===== config.mk =====
export PLATFORM = sky130hd
export DESIGN_NAME = csrng_app_arb
export DESIGN_NICKNAME = d
export VERILOG_FILES = /design/src/rtl/csrng_pkg.sv /design/src/rtl/csrng_app_arb_rr.sv /design/src/rtl/csrng_app_arb.sv
export SDC_FILE = /design/constraint.sdc
export NUM_CORES = 1
export LEC_CHECK = 0
export CAP_MARGIN = 25
export CORE_AREA = 8 8 257 259
export CTS_BUF_LIST = sky130_fd_sc_hd__clkbuf_8
export CTS_CLUSTER_DIAMETER = 100
export DETAILED_ROUTE_END_ITERATION = 16
export DIE_AREA = 0 0 265 267
export GPL_ROUTABILITY_DRIVEN = 1
export PLACE_DENSITY = 0.37
export SLEW_MARGIN = 20
export SYNTH_ARGS = -nofsm -noshare
export SYNTH_HDL_FRONTEND = slang
export SYNTH_HIERARCHICAL = 1
export SYNTH_SLANG_ARGS = --single-unit

===== constraint.sdc =====
create_clock -name clk_i -period 2.2 [get_ports clk_i]
set_clock_uncertainty 0.2 [all_clocks]
set_input_delay 0.44 -clock clk_i [delete_from_list [all_inputs] [get_ports clk_i]]
set_output_delay 0.44 -clock clk_i [all_outputs]
set_load 0.02 [all_outputs]

===== src/rtl/csrng_pkg.sv =====
// Shared CSRNG application-port types plus the arbiter state encoding.
// Consumed by csrng_app_arb and csrng_app_arb_rr.
package csrng_pkg;

  typedef enum logic [3:0] {
    INV = 4'h0,
    INS = 4'h1,
    RES = 4'h2,
    GEN = 4'h3,
    UPD = 4'h4,
    UNI = 4'h5
  } acmd_e;

  typedef enum logic [2:0] {
    CMD_STS_SUCCESS      = 3'h0,
    CMD_STS_INVALID_ACMD = 3'h1,
    CMD_STS_INVALID_GEN  = 3'h2,
    CMD_STS_INVALID_SEQ  = 3'h3
  } csrng_cmd_sts_e;

  typedef struct packed {
    logic        csrng_req_valid;
    logic [31:0] csrng_req_bus;
    logic        genbits_ready;
  } csrng_req_t;

  typedef struct packed {
    logic           csrng_req_ready;
    logic           csrng_rsp_ack;
    csrng_cmd_sts_e csrng_rsp_sts;
    logic           genbits_valid;
    logic           genbits_fips;
    logic [127:0]   genbits_bus;
  } csrng_rsp_t;

  typedef struct packed {
    logic [19:0] glen;
    logic [3:0]  flags;
    logic [3:0]  clen;
    acmd_e       acmd;
  } csrng_cmd_t;

  localparam int ArbSmStateWidth = 6;

  // Pairwise Hamming distance >= 3 so a single upset cannot land on another legal state.
  typedef enum logic [ArbSmStateWidth-1:0] {
    ArbIdle  = 6'b011001,
    ArbCmd   = 6'b100011,
    ArbWait  = 6'b110110,
    ArbError = 6'b001110
  } arb_sm_state_e;

  function automatic logic [3:0] cmd_clen(input logic [31:0] bus);
    csrng_cmd_t hdr;
    hdr = csrng_cmd_t'(bus);
    return hdr.clen;
  endfunction

endpackage


===== src/rtl/csrng_app_arb_rr.sv =====
// Combinational round-robin picker: searches from last_grant+1 upward with wrap,
// so last_grant itself has the lowest priority.
module csrng_app_arb_rr
  import csrng_pkg::*;
#(
  parameter int NumApps = 3,
  localparam int IdxW = $clog2(NumApps)
) (
  input  logic [NumApps-1:0] req,
  input  logic [IdxW-1:0]    last_grant,
  output logic [IdxW-1:0]    winner,
  output logic               any
);

  always_comb begin
    logic [IdxW-1:0] cand;
    cand   = '0;
    winner = '0;
    any    = 1'b0;
    // Walk from lowest to highest priority so the last hit is the winner.
    for (int i = NumApps; i >= 1; i--) begin
      cand = IdxW'((32'(last_grant) + 32'(i)) % 32'(NumApps));
      if (req[cand]) begin
        winner = cand;
        any    = 1'b1;
      end
    end
  end

endmodule


===== src/rtl/csrng_app_arb.sv =====
// Round-robin arbiter sharing one CSRNG application port among NumApps requesters.
// Optional wait-phase watchdog enabled by defining CSRNG_APP_ARB_TIMEOUT_EN.
module csrng_app_arb
  import csrng_pkg::*;
#(
  parameter int NumApps       = 3,
  parameter int TimeoutCycles = 4096,
  localparam int IdxW = $clog2(NumApps)
) (
  input  logic            clk_i,
  input  logic            rst_ni,
  input  csrng_req_t      app_req_i [NumApps],
  output csrng_rsp_t      app_rsp_o [NumApps],
  output csrng_req_t      csrng_req_o,
  input  csrng_rsp_t      csrng_rsp_i,
  output logic [IdxW-1:0] grant_idx_o,
  output logic            busy_o,
  output logic            fsm_err_o,
  output logic            timeout_err_o
);

  arb_sm_state_e     r_state;
  logic [IdxW-1:0]   r_grant_idx;
  logic [IdxW-1:0]   r_last_grant;
  logic [3:0]        r_word_cnt;
  logic              r_hdr_done;

  logic [NumApps-1:0] w_req_valid;
  logic [IdxW-1:0]    w_winner;
  logic               w_any;
  csrng_req_t         w_sel;
  logic               w_acc;
  logic [3:0]         w_clen;
  logic               w_timeout;

  always_comb begin
    w_req_valid = '0;
    for (int i = 0; i < NumApps; i++) w_req_valid[i] = app_req_i[i].csrng_req_valid;
  end

  csrng_app_arb_rr #(.NumApps(NumApps)) u_rr (
    .req        (w_req_valid),
    .last_grant (r_last_grant),
    .winner     (w_winner),
    .any        (w_any)
  );

  assign w_sel  = app_req_i[r_grant_idx];
  assign w_acc  = (r_state == ArbCmd) && w_sel.csrng_req_valid && csrng_rsp_i.csrng_req_ready;
  assign w_clen = cmd_clen(w_sel.csrng_req_bus);

  always_ff @(posedge clk_i or negedge rst_ni) begin
    if (!rst_ni) begin
      r_state      <= ArbIdle;
      r_grant_idx  <= '0;
      r_last_grant <= IdxW'(NumApps - 1);
      r_word_cnt   <= '0;
      r_hdr_done   <= 1'b0;
    end else begin
      case (r_state)
        ArbIdle: begin
          r_hdr_done <= 1'b0;
          r_word_cnt <= '0;
          if (w_any) begin
            r_grant_idx <= w_winner;
            r_state     <= ArbCmd;
          end
        end
        ArbCmd: begin
          if (w_acc) begin
            if (!r_hdr_done) begin
              r_hdr_done <= 1'b1;
              r_word_cnt <= w_clen;
              if (w_clen == 4'd0) r_state <= ArbWait;
            end else begin
              r_word_cnt <= r_word_cnt - 4'd1;
              if (r_word_cnt == 4'd1) r_state <= ArbWait;
            end
          end
        end
        ArbWait: begin
          if (csrng_rsp_i.csrng_rsp_ack) begin
            r_last_grant <= r_grant_idx;
            r_state      <= ArbIdle;
          end else if (w_timeout) begin
            r_state <= ArbError;
          end
        end
        ArbError: r_state <= ArbError;
        default:  r_state <= ArbError;
      endcase
    end
  end

`ifdef CSRNG_APP_ARB_TIMEOUT_EN
  logic [15:0] r_to_cnt;
  logic        r_timeout_err;
  logic        w_gb_hs;

  assign w_gb_hs   = (r_state == ArbWait) && csrng_rsp_i.genbits_valid && w_sel.genbits_ready;
  assign w_timeout = (r_state == ArbWait) && !csrng_rsp_i.csrng_rsp_ack && !w_gb_hs &&
                     (r_to_cnt == 16'(TimeoutCycles - 1));

  always_ff @(posedge clk_i or negedge rst_ni) begin
    if (!rst_ni) begin
      r_to_cnt      <= '0;
      r_timeout_err <= 1'b0;
    end else begin
      // Leaving ArbWait always clears, so every entry starts from zero.
      if ((r_state != ArbWait) || w_gb_hs || csrng_rsp_i.csrng_rsp_ack) r_to_cnt <= '0;
      else                                                              r_to_cnt <= r_to_cnt + 16'd1;
      if (w_timeout) r_timeout_err <= 1'b1;
    end
  end

  assign timeout_err_o = r_timeout_err;
`else
  assign w_timeout     = 1'b0;
  assign timeout_err_o = 1'b0;
`endif

  always_comb begin
    csrng_req_o = '0;
    for (int i = 0; i < NumApps; i++) app_rsp_o[i] = '0;
    case (r_state)
      ArbCmd: begin
        csrng_req_o.csrng_req_valid = w_sel.csrng_req_valid;
        csrng_req_o.csrng_req_bus   = w_sel.csrng_req_bus;
        app_rsp_o[r_grant_idx].csrng_req_ready = csrng_rsp_i.csrng_req_ready;
      end
      ArbWait: begin
        csrng_req_o.genbits_ready = w_sel.genbits_ready;
        app_rsp_o[r_grant_idx].csrng_rsp_ack = csrng_rsp_i.csrng_rsp_ack;
        app_rsp_o[r_grant_idx].csrng_rsp_sts = csrng_rsp_i.csrng_rsp_sts;
        app_rsp_o[r_grant_idx].genbits_valid = csrng_rsp_i.genbits_valid;
        app_rsp_o[r_grant_idx].genbits_fips  = csrng_rsp_i.genbits_fips;
        app_rsp_o[r_grant_idx].genbits_bus   = csrng_rsp_i.genbits_bus;
      end
      default: ;
    endcase
  end

  assign grant_idx_o = r_grant_idx;
  assign busy_o      = (r_state != ArbIdle);
  assign fsm_err_o   = !(r_state inside {ArbIdle, ArbCmd, ArbWait});

endmodule


==> metrics.md, run 1 <==
| Metric | Value |
|---|---|
| FF+latch area | `383 sq um` |
| Routed length per instance | `22.0 um` |
| Worst r2r path cells | `11` |
| Yosys warns | `6` |
| DRC | `0` |
| Period utilisation layout | `135%` |
| Starting Density | `7.48%` |
| DR top layer | `met4` |
| Util after Layout | `26.4%` |
| # clock sinks | `15` |
| Failing checks | `setup timing` |
| Root buffer cell | `clkbuf_8` |
| Max rail drop VDD | `0.150 mV` |
| Placed inst area | `0.0140 sq mm` |
| Area of the multi-input gates | `0.00507 sq mm` |
| WP data arrival | `2.33 ns` |
| Metal3 WL | `3480 um` |
| Ys flop type | `dfrtp_1` |
| Run status | `complete, but fails checks` |
| Vias in the first global route | `8642` |
| Die Span Y | `267 um` |
| Largest net degree at the start of global routing | `44` |
| Crit path kind | `reg2out` |
| M1 WL | `19400 um` |
| Avg Vias per Cell | `3.54` |
| Routability cong. | `0.791` |
| CP Launch Type | `flip-flop` |
| Commonest cells after routing, fill and taps aside | `buf_6 (320), clkdlybuf4s50_1 (240), buf_4 (225)` |
| Fin. Hold Viols | `0` |
| Critical Path RT | `1.56 ns` |
| RR Endpoint | `r_last_grant[0]` |
| Reg-to-reg slack, setup | `-0.21 ns` |
| Mapped Avg Cell Area | `6.46 sq um` |
| TritonCTS buffer count | `3` |
| Most common cell after layout, fill and taps aside | `buf_6` |
| Share of cells above drive strength 1 | `72.3%` |
| Via count | `8370` |
| Gr ovfl total | `0` |
| Met2 routed WL | `28300 um` |
| Cells after Synth | `720` |
| Buffers added on ports | `681` |
| Tightest Hold Check Type | `in2async` |
| Iter 0 DRT Violations | `301` |
| GRT Total Usage | `12.8%` |
| Max-Cap Viols | `0` |
| Setup ws final | `-0.766 ns` |
| CTS clock-pin slew for the worst setup and hold paths | `0.06 ns` |
| Unique masters post-synth | `45` |
| Die ar. | `0.0708 sq mm` |
| Tmin final | `2.97 ns` |
| Max-slew violations | `0` |
| Critical-path maximum fanout | `6` |
| FP Rows | `92` |
| Longest Clk Path Bufs | `2` |
| Final nets | `1807` |
| Area grow syn2layout | `252%` |
| CTS tree | `built` |
| Max Freq | `337 MHz` |
| First-pass GRT wire length | `67500 um` |
| Final count of negative-setup-slack endpoints | `450` |
| Crit Reg-Reg Startpoint | `r_state[3]` |
| Post-synthesis cell area | `0.00465 sq mm` |
| Initial antenna violation count | `9` |
| Hold buffer count at cts | `0` |
| Crit path capture type | `output port` |
| H-tree Lvls | `1` |
| Pwr/cell area | `73.6 mW/mm^2` |
| Final instance area | `0.0164 sq mm` |
| Ports | `683` |
| Core area | `0.0622 sq mm` |
| Dpl hpwl | `38400 um` |
| Syn nets | `965` |
| Leakage | `7.70 nW` |
| Ys async rst share | `100%` |
| Fillcell total | `6728` |
| Clock Latency Late Sink | `0.25 ns` |
| Sequential element share of the synthesized area | `8.18%` |
| Remaining antenna violation count after routing | `0` |
| EDFF count, synth | `0` |
| Final wirelength | `52100 um` |
| Die W | `265 um` |
| Number of synthesized register bits | `15` |
| RSZ-0062 raised after global routing | `true` |
| Tot Pwr | `1.21 mW` |
| Pre-antenna DRT Iters | `4` |
[synth_stat cells, drive strengths merged (2+ instances only)]
| master | instances | share of area, % |
|---|---|---|
| a211o | 2 | 0.38 |
| a211oi | 2 | 0.32 |
| a21oi | 35 | 3.8 |
| a2bb2oi | 3 | 0.57 |
| a32o | 2 | 0.43 |
| and2 | 269 | 36 |
| and3 | 135 | 18 |
| buf | 17 | 2.2 |
| clkbuf | 60 | 5.0 |
| dfrtp | 11 | 5.9 |
| dfstp | 4 | 2.3 |
| ha | 6 | 1.6 |
| inv | 9 | 0.73 |
| mux2 | 6 | 1.5 |
| mux2i | 38 | 8.2 |
| nand2 | 13 | 1.0 |
| nand2b | 2 | 0.27 |
| nor2 | 67 | 5.4 |
| nor2b | 4 | 0.54 |
| nor3 | 6 | 0.89 |
| nor3b | 3 | 0.73 |
| o21ai | 6 | 0.65 |
| o2bb2ai | 2 | 0.38 |
| or3 | 2 | 0.27 |
[cell type report]
cell class                      instances  share of cell area (%)
Antenna cell                            7                   0.107
Clock buffer                            3                   0.252
Clock inverter                          1                  0.0305
Inverter                                9                   0.206
Multi-Input combinational cell        619                    31.0
Sequential cell                        15                    2.34
Tap cell                              799                    6.10
Timing Repair Buffer                  914                    60.0
[worst max path at each step]
| stage | to | startpoint | depth (start not counted) |
|---|---|---|---|
| after floorplan | app_rsp_o[102] | r_state[4] | 7 |
| after global placement | app_rsp_o[68] | r_state[4] | 7 |
| after detailed placement | app_rsp_o[68] | r_state[4] | 7 |
| after CTS | app_rsp_o[169] | r_state[3] | 7 |
| after global routing | app_rsp_o[79] | r_state[3] | 10 |
| final | app_rsp_o[42] | r_state[3] | 10 |
[metal layers]
metal  vias to the layer above  global-route usage [%]
li1                       4088                       -
met1                      3908                    13.9
met2                       340                    25.1
met3                        34                    3.55
met4                         0                    1.74
met5                         -                       0
[per-stage QoR]
step	worst slack (ns)	std cells	TNS, ns	hold slack (ns)
after floorplan	-0.238	720	-49.82	-0.0556
after detailed placement	-1.00	2215	-330.04	0.342
after global routing	-0.869	2361	-296.10	0.319
after global placement	-1.00	2215	-327.13	0.340
final	-0.766	2367	-254.92	0.301
after CTS	-0.892	2309	-317.03	0.309
[worst max-delay path, cell delays in order, from the launching register on]
cell      delay (ns)
dfstp_2         0.36
nand3b_1        0.17
or3_4           0.44
nor3b_4         0.23
buf_6           0.14
buf_12          0.14
buf_12          0.13
buf_16          0.12
buf_6           0.10
and2_4          0.13
buf_6           0.11
[sequential cells by signal, indices dropped and copies added (netlist names)]
| signal | flops |
|---|---|
| r_state | 6 |
| r_word_cnt | 4 |
| grant_idx_o | 2 |
| r_last_grant | 2 |
| r_hdr_done | 1 |
[timing repair]
action,CTS,global route
buffers inserted,68,58
pin swaps,13,18
resized for setup,1599,934
gates cloned,22,13
setup endpoints to repair,449,456
[cells by family after synthesis]
logic type / share of synthesized area [%]
adders and majority gates: 1.61
muxes: 9.63
buffers and inverters: 7.91
and+or+nand+nor: 64.6
xor gates and xnor gates: 0.377
AOI/OAI and AO/OA: 7.61
DFF: 8.18
other: 0.0806
[report_power, final]
part	internal, mW	switching (mW)
clock	0.125	0.0976
combinational	0.451	0.249
sequential	0.279	0.00354
total	0.856	0.350
Power figures use the tool's default switching activity.
==> run 2: changes to the inputs <==
Settings changed: CORE_AREA 8 8 257 259 to 2 2 267 269, DIE_AREA 0 0 265 267 to 0 0 269 271, PLACE_DENSITY 0.37 to 0.33.
Clock period 2.2 ns to 3.65 ns, I/O delays scaled along.
==> run 2 against run 1 <==
Net effect: the run now ends clean; power is 41% lower; largest cell class unchanged; final area is 20% lower; critical endpoint is now app_rsp_o[230]; global-route usage decreased by 0.96 points; critical path type unchanged; via count decreased by 9.1%; sequential share of layout area is 0.58 points higher.
==> metrics.md, run 2 (same netlist as run 1, synthesis figures left out) <==
| Metric | Value |
|---|---|
| Run status | `finished clean` |
| Clock Latency Late Sink | `0.25 ns` |
| Starting Density | `6.66%` |
| Pre-antenna DRT Iters | `4` |
| Tightest Hold Check Type | `reg2reg` |
| Hold slack final | `0.345 ns` |
| Worst Path Buf+Inv | `4` |
| Period utilisation layout | `97.0%` |
| Tot Pwr | `0.714 mW` |
| Reg with most FFs | `r_state` |
| Most common cell after layout, fill and taps aside | `clkdlybuf4s50_1` |
| Die ar. | `0.0729 sq mm` |
| Tmin final | `3.54 ns` |
| Slowest cell on the critical path | `clkdlybuf4s50_1` |
| Cell Chain, Critical Path | `nand3b_1, buf_4, nor3_2, clkbuf_16, buf_4, and3_1, clkdlybuf4s50_1` |
| Max-slew violations | `0` |
| Leakage | `8.20 nW` |
| Iter 0 DRT Violations | `217` |
| FF+latch area | `382 sq um` |
| Worst path max stage delay | `0.66 ns` |
| Routed length per instance | `20.2 um` |
| Final count of negative-setup-slack endpoints | `0` |
| CTS tree | `built` |
| Largest net degree at the start of global routing | `72` |
| Die W | `269 um` |
| Remaining antenna violation count after routing | `0` |
| RSZ-0062 raised after global routing | `false` |
| Ports | `683` |
| Most frequent CP cell | `buf_4` |
| Core area | `0.0698 sq mm` |
| Max rail drop VDD | `0.0835 mV` |
| Pwr/cell area | `54.5 mW/mm^2` |
| Regs by FF count | `r_state: 6 flops, r_word_cnt: 4 flops` |
| Dpl hpwl | `39400 um` |
| Hold buffer count at cts | `0` |
| # clock sinks | `15` |
| CTS clock-pin slew for the worst setup and hold paths | `0.07 ns` |
| Share of cells above drive strength 1 | `5.92%` |
| Placed Cells | `2298` |
| DRC | `0` |
| Area grow syn2layout | `182%` |
| Family with the most delay on the worst path | `buffers and inverters` |
| Area of the multi-input gates | `0.00392 sq mm` |
| WP data arrival | `2.61 ns` |
| Max reg flops | `6` |
| H-tree Lvls | `1` |
| Util after Layout | `18.8%` |
| TritonCTS buffer count | `3` |
| Routability cong. | `0.810` |
| GRT Total Usage | `11.9%` |
| Commonest cells after routing, fill and taps aside | `clkdlybuf4s50_1 (402), and2_1 (269), and3_1 (135)` |
| Final wirelength | `46800 um` |
| Slew @ Worst Pin | `0.742 ns` |
| Die Span Y | `271 um` |
| Final nets | `1615` |
| Vias in the first global route | `7584` |
| Slew headroom | `50.4%` |
| Critical Path RT | `2.72 ns` |
| Initial antenna violation count | `19` |
| FP Rows | `97` |
| First-pass GRT wire length | `61800 um` |
| Max Freq | `283 MHz` |
| Via count | `7608` |
| Avg Vias per Cell | `3.29` |
| Fillcell total | `7899` |
| Fin. Hold Viols | `0` |
| Root buffer cell | `clkbuf_8` |
| CP Launch Type | `flip-flop` |
| Buffers added on ports | `681` |
| Non-filler cells, final | `2314` |
| Gr ovfl total | `0` |
| Longest Clk Path Bufs | `2` |
| Critical-path maximum fanout | `59` |
| Crit path kind | `reg2out` |
| Final TNS setup | `0 ns` |
| Crit path capture type | `output port` |
| Max-Cap Viols | `0` |
run 2: changes by cell type in the layout (fill, tap and decap cells not counted), sizes merged:
cell,delta
buf,-580
clkdlybuf4s50,+162
dlymetal6s2s,+134
dlygate4sd2,+123
clkbuf,-32
bufbuf,+2
diode,-2
clkdlybuf4s15,-1
run 2: worst register-to-register path, cell delays in order (launching register included):
cell       delay (ns)
dfrtp_2          0.65
buf_12           0.28
mux2i_1          0.24
a2bb2oi_1        0.41
nand4b_1         0.26
a211o_1          0.32
run 2: path summary, 6_finish.rpt:
path | start | to | slack, ns | cells after the start
worst max-delay path | r_state[3] | app_rsp_o[230] | 0.11 | 7
worst min-delay path | r_word_cnt[3] | r_word_cnt[3] | 0.35 | 1
worst max register to register | grant_idx_o[1] | r_state[0] | 1.22 | 5
worst min register to register | r_word_cnt[3] | r_word_cnt[3] | 0.35 | 1
max in group asynchronous | rst_ni | grant_idx_o[1] | 2.02 | 1
min in group asynchronous | rst_ni | r_hdr_done | 0.72 | 1
run 2: final cells by class:
type	count	area share [%]
timing repair buffer	722	57.5
multi-input combinational	619	29.9
tap	940	8.98
sequential	15	2.91
clock buffer	3	0.315
inverter	9	0.258
antenna	5	0.0955
clock inverter	1	0.0382
run 2: layer usage:
layer	track usage [%]	vias up	routed length, um
met2	21.7	428	23300
met5	0	-	80
li1	-	3682	-
met3	4.00	38	4340
met1	13.3	3448	18200
met4	2.02	12	790
run 2: what timing repair did:
item	4_1_cts	5_1_grt
gates resized for setup	129	135
pin swaps	1	0
gates cloned	2	0
buffers inserted	4	1
setup endpoints to repair	234	139
run 2: stage by stage:
step,cell area (sq um),setup slack (ns)
after global routing,13100,0.00677
after global placement,12700,0.113
final,13100,0.111
after CTS,12700,0.000106
after floorplan,4650,0.839
after detailed placement,12700,0.108
run 2: report_power, final:
part	total [mW]	internal [mW]	switching, mW
registers	0.170	0.168	0.00205
logic	0.402	0.252	0.150
clock network	0.142	0.0757	0.0659
